==> src/rtl/feeder_pkg.sv <==
// rtl/feeder_pkg.sv - shared types and constants for the external word feeder
package feeder_pkg;

  localparam int FEEDER_DEPTH = 16;
  localparam int WORD_W       = 10;
  localparam int PTR_W        = $clog2(FEEDER_DEPTH);

  typedef enum logic [1:0] {
    S_LOAD = 2'd0,
    S_RUN  = 2'd1,
    S_END  = 2'd2
  } feeder_state_t;

endpackage

==> src/rtl/prog_mem.sv <==
// rtl/prog_mem.sv - program word buffer, synchronous write, asynchronous read
module prog_mem #(
  parameter int DEPTH  = 16,
  parameter int WORD_W = 10,
  parameter int AW     = $clog2(DEPTH)
) (
  input  logic              clk,
  input  logic              we,
  input  logic [AW-1:0]     waddr,
  input  logic [WORD_W-1:0] wdata,
  input  logic [AW-1:0]     raddr,
  output logic [WORD_W-1:0] rdata
);

  logic [WORD_W-1:0] mem [DEPTH];

  always_ff @(posedge clk) begin
    if (we) begin
      mem[waddr] <= wdata;
    end
  end

  assign rdata = mem[raddr];

endmodule

==> src/rtl/ext_feeder.sv <==
// rtl/ext_feeder.sv - buffers a switch-entered program and replays it on Ext requests
module ext_feeder #(
  parameter int DEPTH  = feeder_pkg::FEEDER_DEPTH,
  parameter int WORD_W = feeder_pkg::WORD_W,
  parameter int AW     = $clog2(DEPTH),
  parameter int CW     = AW + 1
) (
  input  logic              CLKb,
  input  logic              RSTn,
  input  logic [WORD_W-1:0] D,
  input  logic              LOAD,
  input  logic              WR,
  input  logic              Ext,
  output logic [WORD_W-1:0] Q,
  output logic              OE,
  output logic [AW-1:0]     PC,
  output logic [CW-1:0]     count,
  output logic              full,
  output logic              done,
  output logic              underrun
);

  import feeder_pkg::*;

  feeder_state_t     state, state_next;
  logic [CW-1:0]     pc_q;
  logic [CW-1:0]     count_q;
  logic              underrun_q;
  logic [WORD_W-1:0] rdata;
  logic              is_full;
  logic              has_word;
  logic              deliver;
  logic              wr_en;
  logic              last_word;

  // The write address is the low bits of count; count itself saturates at DEPTH.
  assign is_full   = (count_q == CW'(DEPTH));
  assign has_word  = (pc_q < count_q);
  assign deliver   = (state == S_RUN) && Ext && has_word;
  assign wr_en     = (state == S_LOAD) && WR && !is_full;
  assign last_word = deliver && ((pc_q + CW'(1)) == count_q);

  prog_mem #(
    .DEPTH  (DEPTH),
    .WORD_W (WORD_W),
    .AW     (AW)
  ) u_prog_mem (
    .clk   (CLKb),
    .we    (wr_en),
    .waddr (count_q[AW-1:0]),
    .wdata (D),
    .raddr (pc_q[AW-1:0]),
    .rdata (rdata)
  );

  always_ff @(posedge CLKb or negedge RSTn) begin
    if (!RSTn) begin
      state <= S_LOAD;
    end else begin
      state <= state_next;
    end
  end

  always_comb begin
    state_next = state;
    case (state)
      S_LOAD: if (!LOAD) state_next = S_RUN;
      S_RUN: begin
        if (LOAD) begin
          state_next = S_LOAD;
        end else if ((count_q == '0) || last_word) begin
          state_next = S_END;
        end
      end
      S_END:   if (LOAD) state_next = S_LOAD;
      default: state_next = S_LOAD;
    endcase
  end

  always_comb begin
    OE   = deliver;
    Q    = deliver ? rdata : '0;
    done = (state == S_END);
  end

  // Leaving run/end for load discards the old program; a write on that same edge is dropped.
  always_ff @(posedge CLKb or negedge RSTn) begin
    if (!RSTn) begin
      pc_q       <= '0;
      count_q    <= '0;
      underrun_q <= 1'b0;
    end else if (state == S_LOAD) begin
      if (wr_en) count_q <= count_q + CW'(1);
      if (!LOAD) pc_q <= '0;
    end else if (LOAD) begin
      pc_q       <= '0;
      count_q    <= '0;
      underrun_q <= 1'b0;
    end else begin
      if (deliver) pc_q <= pc_q + CW'(1);
      if (Ext && !has_word) underrun_q <= 1'b1;
    end
  end

  assign PC       = pc_q[AW-1:0];
  assign count    = count_q;
  assign full     = is_full;
  assign underrun = underrun_q;

endmodule

==> config.mk <==
export PLATFORM = sky130hd
export DESIGN_NAME = ext_feeder
export DESIGN_NICKNAME = d
export VERILOG_FILES = /design/src/rtl/feeder_pkg.sv /design/src/rtl/prog_mem.sv /design/src/rtl/ext_feeder.sv
export SDC_FILE = /design/constraint.sdc
export NUM_CORES = 1
export LEC_CHECK = 0
export ABC_AREA = 1
export CAP_MARGIN = 20
export CORE_MARGIN = 2
export CORE_UTILIZATION = 45
export CTS_CLUSTER_DIAMETER = 100
export CTS_CLUSTER_SIZE = 14
export DETAILED_ROUTE_END_ITERATION = 7
export HOLD_SLACK_MARGIN = 0.02
export PLACE_DENSITY_LB_ADDON = 0.08
export SLEW_MARGIN = 10
export SYNTH_ARGS = -nofsm -noshare
export SYNTH_HDL_FRONTEND = slang
export SYNTH_SLANG_ARGS = --single-unit
==> constraint.sdc <==
create_clock -name CLKb -period 3.43 [get_ports CLKb]
set_input_delay 0.686 -clock CLKb [delete_from_list [all_inputs] [get_ports CLKb]]
set_output_delay 0.686 -clock CLKb [all_outputs]
set_load 0.01 [all_outputs]
==> qor.yml <==
run_status:
  status: "complete, no violations"
synthesis:
  avgSynthCellArea_um2: 11.5
  synth-edff-count: 160
  syn_area_um2: 7470
  synth_top_family_by_area: "simple AND/OR/NAND/NOR gates"
  yosysUniqueCellTypes: 29
  ys_seq_area_frac: 0.687
  synthMuxAreaShare: 0
  synth_common_cells: "nand2_1, edfxtp_1, nand3_1"
  ys.warnings.count: 0
  synth.net_count: 676
  synth.top_cell.area_share: 0.643
  ys_ff_latch: 173
  synth_most_common_cell: "nand2_1"
  netlist_top_cells_area: "edfxtp_1, nand2_1, nand3_1"
  synth-xor-area-share: 0
  synth-compound-area-share: 0.0509
  synth_adder_area_share: 0.0168
  synthArstFlopShare: 0.0751
  netlist_instances: 651
  synth_top_cell_by_area: "edfxtp_1"
  synth_top_flop_cell: "edfxtp_1"
  yosys.area_share.simple: 0.192
grt:
  antenna_found_initial: 0
  grt_pass1_vias: 4749
  overflow: 0
  grt_pass1_wl_um: 27800
  grt_start_max_net_pins: 85
  grt.total_usage: 0.212
critical_path:
  required_ns: 2.74
  cp.buffers_inverters: 4
  crit_path_max_fanout: 43
  cp_slowest_cell: "clkdlybuf4s50_1"
  r2r-end: "u_prog_mem.mem[12][9]"
  cp_data_arrival_time_ns: 2.63
  worstSetupEndpointType: "output pin"
  worst-path-stages: 9
  crit_chain: "buf_4 > inv_2 > buf_12 > a21oi_1 > a22o_1 > o21ai_1 > o21ai_1 > nor2_1 > clkdlybuf4s50_1"
  rrSetupSlack_ns: 1.12
  critPathKind: "reg -> out"
  ff2ff_path_depth: 8
  cp_top_family: "buffers and inverters"
  r2r_start: "count[0]"
  cpPeakStageDelay_ns: 0.54
  crit_top_cell: "o21ai_1"
  start_kind: "register"
power_and_ir_drop:
  cellLeakagePower_nw: 3.39
  power_density_nw_per_um2: 691
  p_switching_mw: 1.81
  clkPwrFrac: 0.340
  finalPower_mw: 6.06
  combPwrFrac: 0.247
  p_seq_frac: 0.413
  p_int_mw: 4.26
  vdd_drop_max_v: 0.000527
  switching_share: 0.298
sta:
  finalSetupViolCount: 0
  final_hold_viol_count: 0
  setup_tns_ns: 0
  period_minus_slack_ns: 3.31
  fmax_mhz: 302
  slew_headroom: 0.553
  tightestPinTransition_ns: 0.669
  finalMaxSlewViolations: 0
  fin_crit_sh: 0.966
  skew_ns: 0.0113
placed_design:
  port_buffers: 37
  place_congestion: 0.886
  dpl.hpwl_um: 10900
die:
  initial_core_util: 0.455
  die_y_um: 133
  coreArea_um2: 16400
  dieArea_um2: 17600
  rows: 47
  ios: 38
  die_w_um: 133
run:
  max_cap_viol_count: 0
layout:
  antennaDiodeCount: 0
  drive_gt1_frac: 0.113
  nets: 726
  fill_cells: 1399
  final_util: 0.535
  syn_to_final_growth_pct: 17.5
clock_tree:
  cts_htree_levels: 4
  clkSinkCount: 173
  clk_pin_slew_ns: 0.07
  tritoncts: "done"
  clockBufferDepth: 2
  cts-root-buf: "clkbuf_16"
  insertion_delay_ns: 0.42
  cts_buffers: 17
route:
  routed_wirelength_um: 18200
  route.detailed.drc: 0
  detail_route.first_pass.iterations: 5
  vias: 5008
  viasPerCell: 5.36
  wl_per_cell_um: 19.5
  ant_nets: 0
  drt_first_iter_violations: 395
hold_path:
  min_from: "underrun"
  hp-class: "reg -> reg"
  min_to: "underrun"
  hold_depth: 2
==> layout by cell type, fill, tap and decap left out, types with 2 or more instances in the layout <==
cell	synthesis	layout
clkbuf_1	1	4
bufinv_16	0	5
clkdlybuf4s50_1	0	30
dlymetal6s2s_1	0	6
a311oi_1	2	2
a31oi_1	9	9
clkbuf_16	0	18
inv_2	5	9
a21oi_1	25	25
clkinvlp_4	0	2
nand3_2	2	2
buf_12	0	2
ha_1	10	10
buf_4	15	27
edfxtp_1	160	160
a22o_1	5	5
dfrtp_2	0	2
nand4_1	2	2
dfrtp_1	13	11
nand3_1	97	97
nor2_1	30	30
o21ai_1	11	11
o22ai_1	4	4
inv_1	23	19
nand2_1	195	195
nor2_2	5	5
o21ai_0	8	8
nand2_2	2	2
clkinv_4	0	2
==> power by group through the flow <==
| stage | Sequential (mW) | Combinational (mW) | Clock (mW) |
|---|---|---|---|
| finish | 2.50 | 1.50 | 2.06 |
| global route | 2.51 | 1.67 | 2.19 |
| CTS | 2.50 | 1.47 | 2.09 |
| detailed placement | 2.55 | 1.46 | 0 |
| global placement | 2.54 | 1.45 | 0 |
| floorplan | 2.55 | 1.02 | 0 |
==> registers in the layout (all words and copies together) (netlist names) <==
register        count
count               5
pc_q                5
state               2
u_prog_mem.mem    160
underrun            1
==> worst min-delay path, cell delays in order (launching register included) <==
cell     delay, ns
dfrtp_1       0.34
a31oi_1       0.04
nor2_1        0.07
==> worst max-delay path by stage <==
| stage | endpoint | slack [ns] | from |
|---|---|---|---|
| 6_report | Q[2] | 0.12 | pc_q[1] |
| 5_1_grt | Q[2] | -0.009 | count[4] |
| 4_1_cts | Q[0] | 0.001 | count[4] |
| 3_5_place_dp | Q[9] | 0.35 | Ext |
| 3_3_place_gp | Q[6] | 0.38 | Ext |
| 2_1_floorplan | Q[1] | 1.02 | pc_q[0] |
==> routing by layer <==
layer  track usage  vias up  wire [um]
met5             0        -          0
met4        0.0699        0        220
met3        0.0360       18        607
met2         0.346      118       9010
met1         0.292     2498       8370
li1              -     2374          -
==> cell families (layout without fill, tap and decap cells) <==
kind of cell,after synthesis,count (layout)
flip-flops,173,173
buffers and inverters,66,129
AO/OA/AOI/OAI,66,66
adder cells (fa/ha/maj),10,10
AND/OR/NAND/NOR,336,336
==> what timing repair did <==
item	CTS	global route
setup buffers	0	2
hold buffers	0	0
endpoints found under the setup margin	1	9
gates resized for setup	1	13
gates cloned	0	1
==> per-stage QoR <==
step	hold slack [ns]	std cells	worst slack [ns]	area (um^2)
2_1_floorplan	0.390	651	1.02	7470
3_3_place_gp	0.482	899	0.376	8070
3_5_place_dp	0.490	899	0.350	8070
4_1_cts	0.505	931	0.00104	8700
5_1_grt	0.531	934	-0.00918	8770
6_report	0.496	934	0.118	8770
==> final cells by class <==
| cell class | instances | area, um^2 | share of cell area |
|---|---|---|---|
| well taps | 220 | 275 | 0.0314 |
| clock inverters | 11 | 191 | 0.0218 |
| inverters | 28 | 105 | 0.0120 |
| flip-flops and latches | 173 | 5130 | 0.585 |
| repair buffers | 69 | 691 | 0.0787 |
| clock buffers | 21 | 440 | 0.0502 |
| multi-input cells | 412 | 1940 | 0.221 |
Note: power is estimated with default switching activity, not from simulation.
